--- config.mk ---
export PLATFORM = sky130hd
export DESIGN_NAME = soc_mem_mp_arb
export DESIGN_NICKNAME = d
export VERILOG_FILES = /design/src/rtl/soc_mem_pkg.sv /design/src/rtl/soc_rr_arbiter.sv /design/src/rtl/soc_mem_mp_arb.sv
export SDC_FILE = /design/constraint.sdc
export NUM_CORES = 2
export LEC_CHECK = 0
export BUFFER_PORTS_ARGS = -buffer_cell sky130_fd_sc_hd__buf_4
export CAP_MARGIN = 5
export CORE_ASPECT_RATIO = 0.9
export CORE_UTILIZATION = 58
export CTS_BUF_LIST = sky130_fd_sc_hd__clkbuf_8
export CTS_CLUSTER_SIZE = 14
export DETAILED_ROUTE_END_ITERATION = 10
export PLACE_DENSITY_LB_ADDON = 0.05
export REMOVE_ABC_BUFFERS = 1
export SLEW_MARGIN = 40
export SYNTH_ARGS = -nofsm -noshare
export SYNTH_HDL_FRONTEND = slang
export SYNTH_HIERARCHICAL = 1
export SYNTH_SLANG_ARGS = --single-unit
--- constraint.sdc ---
create_clock -name clk -period 9.5 [get_ports clk]
set_input_delay 1.425 -clock clk [delete_from_list [all_inputs] [get_ports clk]]
set_output_delay 1.425 -clock clk [all_outputs]
set_load 0.1 [all_outputs]
--- src/rtl/soc_mem_pkg.sv ---
// Shared types and limits for the multi-channel SoC data memory.
package soc_mem_pkg;

    localparam int MAX_CH         = 8;
    localparam int MAX_RD_LATENCY = 4;
    // Pipe entries carry data at the widest supported word; the top truncates on output.
    localparam int MAX_DATA_WIDTH = 128;
    localparam int CH_ID_W        = $clog2(MAX_CH);

    typedef logic [CH_ID_W-1:0] ch_id_t;

    typedef struct packed {
        logic                      valid;
        ch_id_t                    ch_id;
        logic [MAX_DATA_WIDTH-1:0] data;
        logic                      err;
    } rd_pipe_t;

endpackage

--- src/rtl/soc_rr_arbiter.sv ---
// Round-robin arbiter: grants the first requester at or after the pointer,
// and moves the pointer past the winner whenever a grant is consumed.
module soc_rr_arbiter
    import soc_mem_pkg::*;
#(
    parameter int N = 2
) (
    input  logic         clk,
    input  logic         reset,
    input  logic [N-1:0] req,
    input  logic         advance,
    output logic [N-1:0] grant,
    output ch_id_t       grant_id
);

    ch_id_t ptr;
    logic   found;

    // Priority search over the rotated request vector; grant is one-hot or zero.
    always_comb begin
        grant    = '0;
        grant_id = '0;
        found    = 1'b0;
        for (int i = 0; i < N; i++) begin
            for (int c = 0; c < N; c++) begin
                if (!found && req[c] && ((int'(ptr) + i == c) || (int'(ptr) + i == c + N))) begin
                    found    = 1'b1;
                    grant[c] = 1'b1;
                    grant_id = ch_id_t'(c);
                end
            end
        end
    end

    // Pointer moves to the channel after the winner on each transfer; fixed at 0 for N=1.
    always_ff @(posedge clk or posedge reset) begin
        if (reset) begin
            ptr <= '0;
        end else if (advance && (N > 1)) begin
            ptr <= (grant_id == ch_id_t'(N - 1)) ? '0 : grant_id + ch_id_t'(1);
        end
    end

endmodule

--- src/rtl/soc_mem_mp_arb.sv ---
// Multi-channel data memory: NUM_CH requesters share one single-ported word RAM
// through a round-robin arbiter. Byte-strobed writes, fixed-latency reads routed
// back to the issuing channel, out-of-range accesses dropped or flagged.
//
// Handshake: a request transfers in a cycle where req_valid[i] and req_ready[i]
// are both high; ready is a pure function of valid (never the reverse), the
// requester holds its request stable until it transfers, and responses carry no
// backpressure (rsp_valid is a single-cycle pulse the requester must accept).
module soc_mem_mp_arb
    import soc_mem_pkg::*;
#(
    parameter  int DATA_WIDTH = 32,
    parameter  int MEM_DEPTH  = 64,
    parameter  int NUM_CH     = 2,
    parameter  int RD_LATENCY = 1,
    localparam int ADDR_WIDTH = $clog2(MEM_DEPTH),
    localparam int STRB_W     = DATA_WIDTH / 8
) (
    input  logic                         clk,
    input  logic                         reset,
    input  logic [NUM_CH-1:0]            req_valid,
    output logic [NUM_CH-1:0]            req_ready,
    input  logic [NUM_CH-1:0]            req_we,
    input  logic [NUM_CH*ADDR_WIDTH-1:0] req_addr,
    input  logic [NUM_CH*DATA_WIDTH-1:0] req_wdata,
    input  logic [NUM_CH*STRB_W-1:0]     req_wstrb,
    output logic [NUM_CH-1:0]            rsp_valid,
    output logic [DATA_WIDTH-1:0]        rsp_rdata,
    output logic                         rsp_err
);

    localparam logic [ADDR_WIDTH:0] DEPTH_L = (ADDR_WIDTH + 1)'(MEM_DEPTH);

    logic [NUM_CH-1:0]     grant;
    ch_id_t                grant_id;
    logic                  accept;
    logic                  sel_we;
    logic [ADDR_WIDTH-1:0] sel_addr;
    logic [DATA_WIDTH-1:0] sel_wdata;
    logic [STRB_W-1:0]     sel_wstrb;
    logic                  in_range;
    logic [DATA_WIDTH-1:0] rd_word;

    logic [DATA_WIDTH-1:0] mem [MEM_DEPTH];
    rd_pipe_t              pipe [RD_LATENCY];

    soc_rr_arbiter #(.N(NUM_CH)) u_arb (
        .clk      (clk),
        .reset    (reset),
        .req      (req_valid),
        .advance  (accept),
        .grant    (grant),
        .grant_id (grant_id)
    );

    // Nothing is accepted while reset is held, so no write or read slips through.
    assign req_ready = grant & {NUM_CH{~reset}};
    assign accept    = |req_ready;

    // Select the granted channel's request fields.
    always_comb begin
        sel_we    = 1'b0;
        sel_addr  = '0;
        sel_wdata = '0;
        sel_wstrb = '0;
        for (int c = 0; c < NUM_CH; c++) begin
            if (grant[c]) begin
                sel_we    = req_we[c];
                sel_addr  = req_addr[c*ADDR_WIDTH +: ADDR_WIDTH];
                sel_wdata = req_wdata[c*DATA_WIDTH +: DATA_WIDTH];
                sel_wstrb = req_wstrb[c*STRB_W +: STRB_W];
            end
        end
    end

    assign in_range = ({1'b0, sel_addr} < DEPTH_L);
    assign rd_word  = in_range ? mem[sel_addr] : '0;

    // RAM write with byte strobes; contents are deliberately not reset.
    always_ff @(posedge clk) begin
        if (accept && sel_we && in_range) begin
            for (int b = 0; b < STRB_W; b++) begin
                if (sel_wstrb[b]) begin
                    mem[sel_addr][b*8 +: 8] <= sel_wdata[b*8 +: 8];
                end
            end
        end
    end

    // Read pipe: stage 0 captures the read at the accepting edge, later stages delay it.
    always_ff @(posedge clk or posedge reset) begin
        if (reset) begin
            for (int k = 0; k < RD_LATENCY; k++) begin
                pipe[k] <= '0;
            end
        end else begin
            pipe[0] <= '{valid: accept & ~sel_we,
                         ch_id: grant_id,
                         data:  MAX_DATA_WIDTH'(rd_word),
                         err:   ~in_range};
            for (int k = 1; k < RD_LATENCY; k++) begin
                pipe[k] <= pipe[k-1];
            end
        end
    end

    // Route the last pipe stage to the issuing channel; bus is zero when idle.
    always_comb begin
        rsp_valid = '0;
        for (int c = 0; c < NUM_CH; c++) begin
            rsp_valid[c] = pipe[RD_LATENCY-1].valid && (pipe[RD_LATENCY-1].ch_id == ch_id_t'(c));
        end
        rsp_rdata = pipe[RD_LATENCY-1].valid ? DATA_WIDTH'(pipe[RD_LATENCY-1].data) : '0;
        rsp_err   = pipe[RD_LATENCY-1].valid & pipe[RD_LATENCY-1].err;
    end

endmodule

==> qor.txt <==
OUTCOME
----------------------------------------------------------------------------
Status ........................................................    completed

CLOCK TREE
----------------------------------------------------------------------------
Cts bufs inserted .............................................          334
Clock Tree Root ............................................... sky130_fd_sc_hd__clkbuf_8
TritonCTS clock tree ..........................................        built
Clock net sink count ..........................................         2085
Number of setup buffers added after CTS .......................            0
Post_cts resized ..............................................            0
Hold buffers post-CTS .........................................            0
Clk Latency, worst-skew pair ..................................      1020 ps
Buffers from clock root to sink, at most ......................            4
Number of levels the H-tree was split into ....................            5
Clock-pin slew on the worst setup and hold paths ..............        60 ps

WORST SETUP PATH
----------------------------------------------------------------------------
Slowest cell on crit path ..................................... sky130_fd_sc_hd__buf_4
CP cell instances ............................................. buf_4 > nand2b_4 > and2_4 > buf_4 > nand3b_4 > nand2_8 > buf_4 > buf_4 > mux2i_1 > o21ai_0 > a2111oi_0 > o22ai_1 > or4_1
WP buf/inv ....................................................            4
Slowest Stage Delay on Critical Path ..........................       810 ps
Worst EP required .............................................     10380 ps
Kind of end point of the critical path ........................    flip-flop
WS Path Type ..................................................       in2reg
Arrival time reported for the critical path endpoint ..........      6480 ps
Critical path's top delay family .............................. buffers and inverters
Crit path launch type .........................................    input pin
Most numerous cell on the critical path ....................... sky130_fd_sc_hd__buf_4
Biggest fanout along the worst timing path ....................           69

LAYOUT
----------------------------------------------------------------------------
Net count of the finished layout ..............................         5723
Commonest non-fill, non-tap cell in the layout ................ sky130_fd_sc_hd__edfxtp_1
Final cell utilization of the core ............................        65.2%
Final design instance area without fill .......................    89900 um2
Synthesis-to-finish area growth ...............................        11.1%
Most frequent cells in the layout ............................. sky130_fd_sc_hd__edfxtp_1 (2048), sky130_fd_sc_hd__nand2_1 (990), sky130_fd_sc_hd__a21oi_1 (484)
Fraction of layout cells with a size suffix above 1 ...........        13.3%

YOSYS
----------------------------------------------------------------------------
Post-synthesis instance area ..................................    80900 um2
Most instantiated flip-flop cell in the synthesis netlist ..... sky130_fd_sc_hd__edfxtp_1
Synth Area in Adders ..........................................           0%
Simple-gate share of the synthesized area .....................        7.28%
Yosys warns ...................................................            6
Count of flip-flops with a built-in enable after synthesis ....         2048
Fraction of registers with async set/reset ....................        1.77%
Synthesized instance count ....................................         5411
Combinational family with the most area after synthesis ....... compound AO/OA/AOI/OAI gates
Sequential-to-total area share from yosys stat ................        77.2%
Xor-xnor portion of the synthesized cell area .................           0%
Compound-gate portion of the synthesized area .................        8.97%
Number of synthesized register bits ...........................         2085
Synthesized area per cell .....................................     14.9 um2
Portion of netlist area occupied by mux cells .................        4.63%
Library cells used by synthesis ...............................           67

FLOORPLAN
----------------------------------------------------------------------------
Die Footprint .................................................   141000 um2
Top-level I/O count ...........................................          127
Die Wd ........................................................       396 um
Core area .....................................................   138000 um2
Overall die height ............................................       356 um
Starting density of the core ..................................        58.7%
Row count .....................................................          129

PLACE
----------------------------------------------------------------------------
Post-detailed-placement half-perimeter wirelength .............    145000 um
Instance area after placement .................................    84000 um2
Worst slack at placement ......................................      3010 ps
Number of input and output port buffers inserted ..............          125
Global placer's final weighted congestion .....................        0.913

ROUTE
----------------------------------------------------------------------------
Wire length on met3 ...........................................     31200 um
DR DRC count ..................................................            0
Routed length on met1 .........................................     96400 um
Total Wirelength ..............................................    247000 um
Number of iterations in the first detailed-routing pass .......            6
Number of nets with antenna violations after detailed routing .            0
Via/cell ratio ................................................         6.51
Initial DRC count .............................................         6286
Number of vias in the routed layout ...........................        50100
Average wire length per cell after detail routing .............      32.1 um
Topmost layer with routed signal wires ........................         met5
Routed length on met2 .........................................    108000 um

TIMING
----------------------------------------------------------------------------
Worst clock skew ..............................................      38.8 ps
Achievable frequency ..........................................      178 MHz
Final TNS setup ...............................................         0 ps
Final Max Slew Viols ..........................................            0
Part of the cycle the worst path needs ........................        59.0%
Post-route minimum period .....................................      5600 ps
Number of failing hold endpoints at the final stage ...........            0
Worst rel slew slack ..........................................        36.0%
Crit path setup slack, layout .................................      3900 ps
RSZ-0062 raised after global routing ..........................        false
Slew at the pin closest to its max-slew limit .................       957 ps
Setup violators final .........................................            0

POWER
----------------------------------------------------------------------------
Total power density per cell area .............................   214 nW/um2
Max rail drop VDD .............................................       156 uV
Pint ..........................................................     14200 uW
Leakage power of the design ...................................    0.0298 uW
Proportion of power drawn by flip-flops and latches ...........        53.9%
Logic pwr share ...............................................        10.6%
Switching share of power ......................................        26.0%
Clk pwr share .................................................        35.5%
Switching power of the nets ...................................      5000 uW

GLOBAL ROUTE
----------------------------------------------------------------------------
Initial antenna violation count ...............................            8
Grt ovf .......................................................            0
Number of global-route vias before repair .....................        48000
Total global-route track usage ................................        35.1%
Wire length of the first global-routing pass ..................    351000 um
Maximum number of pins on one net before global-route repair ..          131

WORST HOLD PATH
----------------------------------------------------------------------------
Hold WC Path Type .............................................     in2async

FLOW RUN
----------------------------------------------------------------------------
Number of violations of the max-capacitance limit .............            0

worst reg2reg max path, stage by stage, from the launching register on:
cell                        delay (ps)
sky130_fd_sc_hd__dfrtp_1           400
sky130_fd_sc_hd__nand2b_4          170
sky130_fd_sc_hd__and2_4            300
sky130_fd_sc_hd__buf_4             390
sky130_fd_sc_hd__nand3b_4          310
sky130_fd_sc_hd__nand2_8           480
sky130_fd_sc_hd__buf_4             920
sky130_fd_sc_hd__buf_4             780
sky130_fd_sc_hd__mux2i_1           290
sky130_fd_sc_hd__o21ai_0           110
sky130_fd_sc_hd__a2111oi_0         640
sky130_fd_sc_hd__o22ai_1           160
sky130_fd_sc_hd__or4_1             520
worst paths after layout:
kind,end,slack (ps),cells after the start,start
min in group clk,pipe[31],620,3,mem[22][30]
worst max register to register,pipe[20],3910,12,u_arb/ptr[0]
worst min register to register,pipe[31],620,3,mem[22][30]
worst min-delay path,u_arb/ptr[0],360,2,reset
max in group asynchronous,pipe[132],8020,3,reset
worst max-delay path,pipe[20],3900,13,req_valid[0]
power groups by stage:
stage	Sequential (uW)	Clock, uW	Combinational (uW)
2_1_floorplan	10500	0	1380
3_3_place_gp	10600	0	1950
3_5_place_dp	10600	0	1980
4_1_cts	10400	6860	1980
5_1_grt	10400	7270	2100
6_report	10400	6830	2030
flip-flops by register name (all words and copies together) (netlist names):
| register | flops |
|---|---|
| u_arb/ptr | 1 |
| pipe | 36 |
| mem | 2048 |
cell families (layout without fill, tap and decap cells):
logic type	after synthesis	after routing
AO/OA/AOI/OAI	1161	1161
buffers and inverters	343	784
flip-flops	2085	2085
multiplexers	373	373
other	2	11
AND/OR/NAND/NOR	1447	1447
cell usage after synthesis (20+ instances only):
master | count | share of area (%)
sky130_fd_sc_hd__a2111oi_0 | 98 | 1.1
sky130_fd_sc_hd__a211oi_1 | 23 | 0.21
sky130_fd_sc_hd__a21oi_1 | 485 | 3.0
sky130_fd_sc_hd__a221oi_1 | 27 | 0.29
sky130_fd_sc_hd__a22o_1 | 67 | 0.73
sky130_fd_sc_hd__a22oi_1 | 42 | 0.39
sky130_fd_sc_hd__and2_1 | 37 | 0.29
sky130_fd_sc_hd__buf_1 | 36 | 0.17
sky130_fd_sc_hd__buf_2 | 113 | 0.70
sky130_fd_sc_hd__buf_4 | 20 | 0.19
sky130_fd_sc_hd__clkbuf_1 | 163 | 0.76
sky130_fd_sc_hd__dfrtp_1 | 37 | 1.1
sky130_fd_sc_hd__edfxtp_1 | 2048 | 76
sky130_fd_sc_hd__mux2i_1 | 363 | 4.5
sky130_fd_sc_hd__nand2_1 | 1011 | 4.7
sky130_fd_sc_hd__nor2_1 | 270 | 1.3
sky130_fd_sc_hd__nor3_1 | 34 | 0.21
sky130_fd_sc_hd__nor4_1 | 29 | 0.22
sky130_fd_sc_hd__o21ai_0 | 133 | 0.82
sky130_fd_sc_hd__o21ai_1 | 47 | 0.29
sky130_fd_sc_hd__o221ai_1 | 30 | 0.32
sky130_fd_sc_hd__o22ai_1 | 145 | 1.1
sky130_fd_sc_hd__or4_1 | 31 | 0.29
metal layers:
layer	vias to the layer above	global-route usage, %
met5	-	0
met4	12	16.2
met3	519	10.0
met2	3315	50.3
met1	25200	50.3
li1	21100	-
cell type report:
cell class	instances	area (um2)
Antenna cell	8	20.0
Fill cell	9987	48000
Multi-Input combinational cell	2984	17500
Inverter	3	12.5
Sequential cell	2085	62400
Clock buffer	350	4820
Clock inverter	206	860
Timing Repair Buffer	225	1900
Tap cell	1834	2290
stage by stage:
| stage | hold WS (ps) | total power (uW) | instances |
|---|---|---|---|
| final | 364 | 19200 | 7695 |
| after global routing | 314 | 19700 | 7688 |
| after CTS | 279 | 19200 | 7685 |
| after detailed placement | 623 | 12600 | 7129 |
| after global placement | 611 | 12500 | 7128 |
| after floorplan | 558 | 11900 | 5072 |
Note: power is estimated with default switching activity, not from simulation.
